**src/rtl/e203_exu_oitf_ooo.sv**
```systemverilog
`default_nettype none
// ============================================================================
// Module   : e203_exu_oitf_ooo
// Brief    : Outstanding instruction track FIFO with out-of-order completion
//            marking by ITAG and an in-order valid/ready retire handshake.
//            Optional flush port enabled by macro E203_OITF_FLUSH_EN.
// Revision : 1.0 - initial release
// ============================================================================
module e203_exu_oitf_ooo #(
   parameter int DEPTH   = 4,
   parameter int ITAG_W  = 2,
   parameter int RFIDX_W = 5,
   parameter int PC_W    = 32,
   parameter int CNT_W   = 3
) (
   input  logic               clk,
   input  logic               rst_n,
`ifdef E203_OITF_FLUSH_EN
   input  logic               flush_req,
`endif
   input  logic               dis_ena,
   output logic               dis_ready,
   output logic [ITAG_W-1:0]  dis_ptr,
   input  logic               disp_i_rs1en,
   input  logic               disp_i_rs2en,
   input  logic               disp_i_rs3en,
   input  logic               disp_i_rdwen,
   input  logic               disp_i_rs1fpu,
   input  logic               disp_i_rs2fpu,
   input  logic               disp_i_rs3fpu,
   input  logic               disp_i_rdfpu,
   input  logic [RFIDX_W-1:0] disp_i_rs1idx,
   input  logic [RFIDX_W-1:0] disp_i_rs2idx,
   input  logic [RFIDX_W-1:0] disp_i_rs3idx,
   input  logic [RFIDX_W-1:0] disp_i_rdidx,
   input  logic [PC_W-1:0]    disp_i_pc,
   input  logic               cmt_ena,
   input  logic [ITAG_W-1:0]  cmt_itag,
   output logic               ret_valid,
   input  logic               ret_ready,
   output logic [ITAG_W-1:0]  ret_ptr,
   output logic [RFIDX_W-1:0] ret_rdidx,
   output logic               ret_rdwen,
   output logic               ret_rdfpu,
   output logic [PC_W-1:0]    ret_pc,
   output logic               oitfrd_match_disprs1,
   output logic               oitfrd_match_disprs2,
   output logic               oitfrd_match_disprs3,
   output logic               oitfrd_match_disprd,
   output logic               oitf_empty,
   output logic               oitf_full,
   output logic [CNT_W-1:0]   oitf_cnt
);

   localparam logic [ITAG_W-1:0] c_LAST = ITAG_W'(DEPTH - 1);

   logic [ITAG_W-1:0]  alc_ptr_q, alc_ptr_d, ret_ptr_q, ret_ptr_d;
   logic               alc_flg_q, alc_flg_d, ret_flg_q, ret_flg_d;
   logic [CNT_W-1:0]   cnt_q, cnt_d;
   logic [DEPTH-1:0]   vld_q, vld_d, done_q, done_d;
   logic [RFIDX_W-1:0] rdidx_q [DEPTH];
   logic               rdwen_q [DEPTH];
   logic               rdfpu_q [DEPTH];
   logic [PC_W-1:0]    pc_q    [DEPTH];
   logic               w_alc, w_fire, w_head_vld, w_head_done;

   assign oitf_full  = (alc_ptr_q == ret_ptr_q) & (alc_flg_q != ret_flg_q);
   assign oitf_empty = (alc_ptr_q == ret_ptr_q) & (alc_flg_q == ret_flg_q);
   assign dis_ready  = ~oitf_full;
   assign dis_ptr    = alc_ptr_q;
   assign ret_ptr    = ret_ptr_q;
   assign oitf_cnt   = cnt_q;
   // Allocation depends only on registered fullness, never on same-cycle retire
   assign w_alc      = dis_ena & ~oitf_full;
   assign ret_valid  = w_head_vld & w_head_done;
   assign w_fire     = ret_valid & ret_ready;

   // Head-entry read mux driven by the retire pointer
   always_comb begin
      w_head_vld  = 1'b0;
      w_head_done = 1'b0;
      ret_rdidx   = '0;
      ret_rdwen   = 1'b0;
      ret_rdfpu   = 1'b0;
      ret_pc      = '0;
      for (int i = 0; i < DEPTH; i++) begin
         if (ret_ptr_q == ITAG_W'(i)) begin
            w_head_vld  = vld_q[i];
            w_head_done = done_q[i];
            ret_rdidx   = rdidx_q[i];
            ret_rdwen   = rdwen_q[i];
            ret_rdfpu   = rdfpu_q[i];
            ret_pc      = pc_q[i];
         end
      end
   end

   // Hazard match: any valid entry writing the same register in the same file
   always_comb begin
      oitfrd_match_disprs1 = 1'b0;
      oitfrd_match_disprs2 = 1'b0;
      oitfrd_match_disprs3 = 1'b0;
      oitfrd_match_disprd  = 1'b0;
      for (int i = 0; i < DEPTH; i++) begin
         if (vld_q[i] & rdwen_q[i]) begin
            oitfrd_match_disprs1 |= disp_i_rs1en & (rdfpu_q[i] == disp_i_rs1fpu) & (rdidx_q[i] == disp_i_rs1idx);
            oitfrd_match_disprs2 |= disp_i_rs2en & (rdfpu_q[i] == disp_i_rs2fpu) & (rdidx_q[i] == disp_i_rs2idx);
            oitfrd_match_disprs3 |= disp_i_rs3en & (rdfpu_q[i] == disp_i_rs3fpu) & (rdidx_q[i] == disp_i_rs3idx);
            oitfrd_match_disprd  |= disp_i_rdwen & (rdfpu_q[i] == disp_i_rdfpu)  & (rdidx_q[i] == disp_i_rdidx);
         end
      end
   end

   // Next-state for entry flags, pointers and occupancy counter
   always_comb begin
      vld_d     = vld_q;
      done_d    = done_q;
      alc_ptr_d = alc_ptr_q;
      alc_flg_d = alc_flg_q;
      ret_ptr_d = ret_ptr_q;
      ret_flg_d = ret_flg_q;
      cnt_d     = cnt_q;
      for (int i = 0; i < DEPTH; i++) begin
         // Out-of-range tags never equal any entry index, so they fall out here
         if (cmt_ena && (cmt_itag == ITAG_W'(i)) && vld_q[i] && !done_q[i]) begin
            done_d[i] = 1'b1;
         end
         if (w_fire && (ret_ptr_q == ITAG_W'(i))) begin
            vld_d[i]  = 1'b0;
            done_d[i] = 1'b0;
         end
         if (w_alc && (alc_ptr_q == ITAG_W'(i))) begin
            vld_d[i]  = 1'b1;
            done_d[i] = 1'b0;
         end
      end
      if (w_alc) begin
         if (alc_ptr_q == c_LAST) begin
            alc_ptr_d = '0;
            alc_flg_d = ~alc_flg_q;
         end else begin
            alc_ptr_d = alc_ptr_q + ITAG_W'(1);
         end
      end
      if (w_fire) begin
         if (ret_ptr_q == c_LAST) begin
            ret_ptr_d = '0;
            ret_flg_d = ~ret_flg_q;
         end else begin
            ret_ptr_d = ret_ptr_q + ITAG_W'(1);
         end
      end
      if (w_alc && !w_fire) begin
         cnt_d = cnt_q + CNT_W'(1);
      end else if (!w_alc && w_fire) begin
         cnt_d = cnt_q - CNT_W'(1);
      end
`ifdef E203_OITF_FLUSH_EN
      // Flush overrides every other event in the same cycle
      if (flush_req) begin
         vld_d     = '0;
         done_d    = '0;
         alc_ptr_d = '0;
         alc_flg_d = 1'b0;
         ret_ptr_d = '0;
         ret_flg_d = 1'b0;
         cnt_d     = '0;
      end
`endif
   end

   // Control state registers
   always_ff @(posedge clk or negedge rst_n) begin
      if (!rst_n) begin
         vld_q     <= '0;
         done_q    <= '0;
         alc_ptr_q <= '0;
         alc_flg_q <= 1'b0;
         ret_ptr_q <= '0;
         ret_flg_q <= 1'b0;
         cnt_q     <= '0;
      end else begin
         vld_q     <= vld_d;
         done_q    <= done_d;
         alc_ptr_q <= alc_ptr_d;
         alc_flg_q <= alc_flg_d;
         ret_ptr_q <= ret_ptr_d;
         ret_flg_q <= ret_flg_d;
         cnt_q     <= cnt_d;
      end
   end

   // Payload capture on allocation; no reset since it is qualified by vld
   always_ff @(posedge clk) begin
      for (int i = 0; i < DEPTH; i++) begin
         if (w_alc && (alc_ptr_q == ITAG_W'(i))) begin
            rdidx_q[i] <= disp_i_rdidx;
            rdwen_q[i] <= disp_i_rdwen;
            rdfpu_q[i] <= disp_i_rdfpu;
            pc_q[i]    <= disp_i_pc;
         end
      end
   end

endmodule
`default_nettype wire

```
**config.mk**
```make
export PLATFORM = sky130hd
export DESIGN_NAME = e203_exu_oitf_ooo
export DESIGN_NICKNAME = d
export VERILOG_FILES = /design/src/rtl/e203_exu_oitf_ooo.sv
export SDC_FILE = /design/constraint.sdc
export NUM_CORES = 1
export LEC_CHECK = 0
export BUFFER_PORTS_ARGS = -buffer_cell sky130_fd_sc_hd__buf_2
export CORE_MARGIN = 8
export CORE_UTILIZATION = 57
export DETAILED_ROUTE_END_ITERATION = 8
export GPL_TIMING_DRIVEN = 0
export PLACE_DENSITY = 0.8
export SYNTH_ARGS = -nofsm -noshare
export SYNTH_HDL_FRONTEND = slang
export SYNTH_SLANG_ARGS = --single-unit
```
**constraint.sdc**
```tcl
create_clock -name clk -period 3 [get_ports clk]
set_clock_uncertainty 0.1 [all_clocks]
set_input_delay 0.75 -clock clk [delete_from_list [all_inputs] [get_ports clk]]
set_output_delay 0.75 -clock clk [all_outputs]
set_load 0.01 [all_outputs]
```
Yosys cells after proc, flatten, opt, wreduce, memory -nomap -nowiden. Memory sizes are Yosys's and may differ from the RTL's. Cells that the tools add are included.

Bits in writable memories: 156. Bits in registers: 17. Input bits: 67. Memories: 4.

Memory list: pc_q (depth 4, width 32, rd ports 4, clocked after memory_dff 0, write ports 1, line 64) `logic [PC_W-1:0] pc_q [DEPTH];`; rdidx_q (depth 4, width 5, rd ports 4, clocked after memory_dff 0, write ports 1, line 61) `logic [RFIDX_W-1:0] rdidx_q [DEPTH];`; rdfpu_q (depth 4, width 1, rd ports 4, clocked after memory_dff 0, write ports 1, line 63) `logic rdfpu_q [DEPTH];`; rdwen_q (depth 4, width 1, rd ports 4, clocked after memory_dff 0, write ports 1, line 62) `logic rdwen_q [DEPTH];`.

Multiplexer cells: 108. Reduce and logical (&&, ||, !) cells: 54. Bitwise operators: 56. Equal/unequal tests: 44. Add/subtract/negate cells: 4.

Operators with widths (number): 2-to-1 mux 32 bit (7); OR reduction 32 bit (3); equality test 5 bit (16); 2-to-1 mux 1 bit (78); bitwise AND 1 bit (41); 2-to-1 mux 5 bit (7); 2-to-1 mux 2 bit (14); logical AND 1 bit (22); equality test 1 bit (17); OR reduction 5 bit (3); equality test 2 bit, second input constant (6); OR 1 bit (12); nonzero test 3 bit (4); nonzero test 2 bit (5); equality test 2 x 1 -> 1 bit, second input constant (3); logical NOT 1 bit (6); logical NOT 2 bit (3); 2-to-1 mux 3 bit (2); OR reduction 1 bit (6); adder 2 x 1 -> 2 bit, second input constant (2); AND reduction 2 bit (2); adder 3 x 1 -> 3 bit, second input constant (1); NOT 1 bit (3); subtractor 3 x 1 -> 3 bit, second input constant (1); other kinds (2) (2).

Longest topological paths before layout.
Depth after elaboration: 11. Depth in mapped cells: 13. Depth with buffers taken out: 12.

Worst setup path before layout. No wires, ideal clock.

Kind: reg-to-reg. From: register ret_ptr_q[0], in the netlist ret_ptr[0]. To: register cnt_q[1], in the netlist oitf_cnt[1]. Stages on the path, launching flop included: 12. Arrival time: 2.574 ns. Path slack: 0.202 ns. Path buffers: 1. Library setup time: 0.125 ns. Data required time: 2.775 ns. Cells stage by stage: dfrtp_1 inv_1 ha_1 buf_6 nor2b_4 a221oi_4 nor2b_4 inv_1 ha_1 inv_1 fa_1 mux2_2.

Cells in the longest elaborated chain, start to end: 10. Elaborated cells on any way between the ends: 24.

Ends and longest elaborated chain: start: declaration (line 57) `logic [ITAG_W-1:0] alc_ptr_q, alc_ptr_d, ret_ptr_q, ret_ptr_d;`; start signal: assignment (line 187) `ret_ptr_q <= ret_ptr_d;`; logical NOT 2 bit (line 87) `if (ret_ptr_q == ITAG_W'(i)) begin`; 2-to-1 mux 1 bit (4 in a row) (line 87); bitwise AND 1 bit (line 75) `assign ret_valid = w_head_vld & w_head_done;`; bitwise AND 1 bit (line 76) `assign w_fire = ret_valid & ret_ready;`; logical NOT 1 bit (line 153) `if (w_alc && !w_fire) begin`; logical AND 1 bit * (line 153); 2-to-1 mux 3 bit * (line 153); net cnt_d[1] (line 59) `logic [CNT_W-1:0] cnt_q, cnt_d;`; end signal: assignment (line 189) `cnt_q <= cnt_d;`; end: declaration (line 59).

The timed path passes the listed nets; every way through them passes the cells marked *. A chain may end at the register's enable or synchronous reset.

Worst setup path in the final report.
From: register ret_ptr_q[0], in the netlist ret_ptr[0]. To: output ret_pc[0].

Cells in the longest elaborated chain, start to end: 5. Elaborated cells on any way between the ends: 8.

Ends and longest elaborated chain: logical NOT 2 bit (line 87); 2-to-1 mux 32 bit (3 in a row) (line 87); 2-to-1 mux 32 bit * (line 87); end: declaration (line 45) `output logic [PC_W-1:0] ret_pc,`.

Every way passes the cells marked *; elsewhere a longest branch is shown, timed or not.

==> metrics.md <==
| Metric | Value |
|---|---|
| Worst-Skew Late Latency | `about 0.43 ns` |
| Vias in the first global route | `between 6000 and 7000` |
| Max incr delay on CP | `0.48 ns` |
| DR WL/cell | `about 22 µm` |
| Antenna-violating nets left | `0` |
| Leakage | `0.00366 µW` |
| Fin. Hold Viols | `0` |
| Number of antenna diodes | `0` |
| Initial core utilization | `0.575` |
| Max cap viols | `0` |
| Worst Hold Class | `input pin to async pin` |
| Cell Chain, Critical Path | `inv_2 > ha_4 > buf_8 > buf_12 > nand3b_1 > a21oi_2 > a21oi_1 > o21ai_2 > buf_2` |
| Cells after Synth | `between 600 and 700` |
| Post-synth cell types | `39` |
| Pint | `6530 µW` |
| Clock power frac | `0.197` |
| First-pass GRT wire length | `33600 µm` |
| Setup violations, final | `0` |
| Slew @ Worst Pin | `0.545 ns` |
| Worst VDD drop | `768 µV` |
| Port Buffer Count | `between 100 and 150` |
| Final net count | `890` |
| Post-synthesis simple-gate area fraction | `0.113` |
| Die Width | `136 µm` |
| Clock root buffer master | `clkbuf_16` |
| Warnings from Yosys | `0` |
| Mux contribution to synthesized area | `0.00502` |
| Row count | `44` |
| Detailed placer's ending HPWL | `14600 µm` |
| Die height | `136 µm` |
| WP data required | `2.15 ns` |
| DR iter-0 viols | `between 500 and 600` |
| RSZ-0062 raised after global routing | `true` |
| Arrival @ worst endpoint | `2.13 ns` |
| Worst setup path category | `flip-flop to primary output` |
| Post-Route WL | `roughly 22000 µm` |
| Fin crit share | `0.993` |
| Post-synth net total | `748` |
| R2R Setup Slk | `0.13 ns` |
| Core Region | `0.0143 mm²` |
| Grt ovf | `0` |
| Crit Reg-Reg Startpoint | `ret_ptr[0]` |
| Ratio of cells with drive above 1 in the final layout | `0.290` |
| Fin area | `0.0101 mm²` |
| IO Count | `approximately 120` |
| CTS Hold Bufs | `0` |
| Net load switching power | `approximately 4100 µW` |
| Final Worst Setup Slack | `slightly above 0.02 ns` |
| Status | `finished clean` |
| Cell Pwr Density | `1050 mW/mm²` |
| Post-synthesis compound-gate area fraction | `0.0982` |
| Clock transition at path regs | `0.07 ns` |
| Drt pass-1 iters | `5` |
| Cell area after synthesis | `0.00823 mm²` |
| CP max stage cell | `dfrtp_2` |
| Max-slew violation count | `0` |
| Fmax | `around 0.34 GHz` |
| Worst-case clock buffer depth | `2` |
| Final worst path period need | `between 2 and 3 ns` |
| Sinks on the clock net | `173` |
| EDFF count, synth | `156` |
| Largest net degree at the start of global routing | `32` |
| Vias/cell | `5.96` |
| Post-place setup slack | `-0.194 ns` |
| Max_slew headroom | `0.637` |
| Post-Synth Adder-Cell Area | `0.0161` |
| Residual DRC count | `0` |
| Main combinational cell family by area after synthesis | `simple AND/OR/NAND/NOR gates` |
| Final design utilization | `0.708` |
| Area of the die | `between 0.015 and 0.02 mm²` |
| CTS tree | `built` |
| Placed Area | `approximately 0.009 mm²` |
| CP bufs+invs | `4` |
| Mapped Avg Cell Area | `12.3 µm²` |
| Crit path max-delay family | `buffers and inverters` |
| Gate power share | `0.470` |
| Critical Path Start Type | `flip-flop` |
| Endpoint class of the critical path | `primary output` |
| Post-synthesis sequential area ratio | `0.621` |
| Initial antenna violation count | `1` |
| Reg power frac | `0.333` |
| Number of CTS-inserted buffers | `17` |
| Seq cells post-synth | `between 150 and 200` |
| Share of flip-flops with an asynchronous set or reset | `0.0983` |
| GPL Wtd Cong | `a little over 0.9` |
| Predominant post-synthesis flop cell | `edfxtp_1` |
| Reg2reg end | `oitf_cnt[1]` |
| P&R area growth vs syn | `23.1%` |
| Vias | `around 6000` |
| Post-Synth XOR/XNOR Area | `0.111` |
| Crit path max fanout | `7` |
| Cells on worst reg2reg path | `11` |
| Sw Ratio | `0.386` |
| H-tree level count | `4` |
| Global-route usage over all layers | `0.241` |
[state kept, by name, summed over array words and instances (netlist names)]
name       cells
rdfpu_q        4
done_q         4
dis_ptr        2
oitf_cnt       3
vld_q          4
ret_flg_q      1
pc_q         128
ret_ptr        2
alc_flg_q      1
rdidx_q       20
rdwen_q        4
[metal layers]
layer / routed length, µm / up-vias / global-route usage
li1: - / 2702 / -
met1: 8760 / 2922 / 0.298
met2: 10900 / 315 / 0.395
met3: 1830 / 72 / 0.0554
met4: 703 / 2 / 0.112
met5: 13 / - / 0
[cell families after synthesis]
logic type | Yosys count
buf+inv | 76
simple gates | 174
compound gates | 131
fa+ha+maj | 10
xor+xnor | 104
mux | 3
flops | 173
[power by group through the flow]
stage	clock, µW	combinational (µW)	sequential, µW
CTS	2110	4650	3500
global placement	0	4020	3550
finish	2090	5010	3550
floorplan	0	2590	3520
global route	2220	5400	3590
detailed placement	0	4200	3550
[synth_stat cells (8+ instances only)]
cell | n | area share
ha_1 | 9 | 0.014
dfrtp_1 | 17 | 0.052
o31ai_1 | 8 | 0.0073
inv_1 | 13 | 0.0059
nand4_1 | 16 | 0.012
nor4_1 | 16 | 0.012
o21ai_0 | 34 | 0.021
nor2b_1 | 14 | 0.011
nand2_1 | 80 | 0.036
clkbuf_1 | 50 | 0.023
xor2_1 | 51 | 0.054
a21oi_1 | 62 | 0.038
xnor2_1 | 53 | 0.056
nand3b_1 | 31 | 0.028
a221oi_1 | 9 | 0.0096
edfxtp_1 | 156 | 0.57
[what timing repair did]
| item | 4_1_cts | 5_1_grt |
|---|---|---|
| setup endpoints to repair | 41 | 45 |
| gates resized for setup | 74 | 68 |
| setup buffers | 5 | 5 |
| gates cloned | 0 | 0 |
| pin swaps | 2 | 22 |
[metrics by stage]
step	instances	hold slack (ns)	total power, µW	setup TNS (ns)
global placement	968	0.352	7570	-75.28
global route	1009	0.159	11200	-0.695
detailed placement	972	0.356	7750	-3.01
floorplan	671	0.354	6110	0
CTS	1008	0.128	10300	-0.0237
finish	1009	0.137	10600	0
[area by class of cell]
type	count	area, µm²
fillers	978	4180
well taps	184	230
clock buffers	19	433
inverters	13	51.3
plain buffers	59	365
clock inverters	12	124
repair buffers	127	737
multi-input cells	422	3080
flip-flops and latches	173	5110
[how the worst max path moves through the flow]
stage	to	slack (ns)	cells after the start	from
finish	ret_pc[0]	0.02	9	ret_ptr[0]
global route	ret_pc[23]	-0.09	9	ret_ptr[0]
CTS	ret_pc[31]	-0.02	5	ret_ptr[0]
detailed placement	ret_pc[12]	-0.19	9	ret_ptr[0]
global placement	pc_q[2][7]	-0.53	4	dis_ena
floorplan	oitf_cnt[1]	0.20	11	ret_ptr[0]
[cells in the final DEF, fill, tap and decap left out, types with 10 or more instances in the layout]
cell type and instances:
buf_2 117, nor4_1 16, clkbuf_16 17, dfrtp_1 15
nand3b_1 31, a21oi_1 49, xor2_1 51, a21oi_2 13
o21ai_0 18, buf_4 12, edfxtp_1 156, nor2b_1 12
nand2_1 80, clkbuf_1 28, xnor2_1 53, inv_1 10
nand4_1 16, o21ai_1 12
[worst register-to-register path, delay by kind of cell (launching register included)]
family / cells / cell delay, ns
AND/OR/NAND/NOR: 2 / 0.38
AO/OA/AOI/OAI: 1 / 0.39
multiplexers: 1 / 0.26
flip-flops: 1 / 0.46
buffers and inverters: 4 / 0.37
adder cells (fa/ha/maj): 3 / 0.80
No activity file was read; power rests on OpenSTA's default activity.
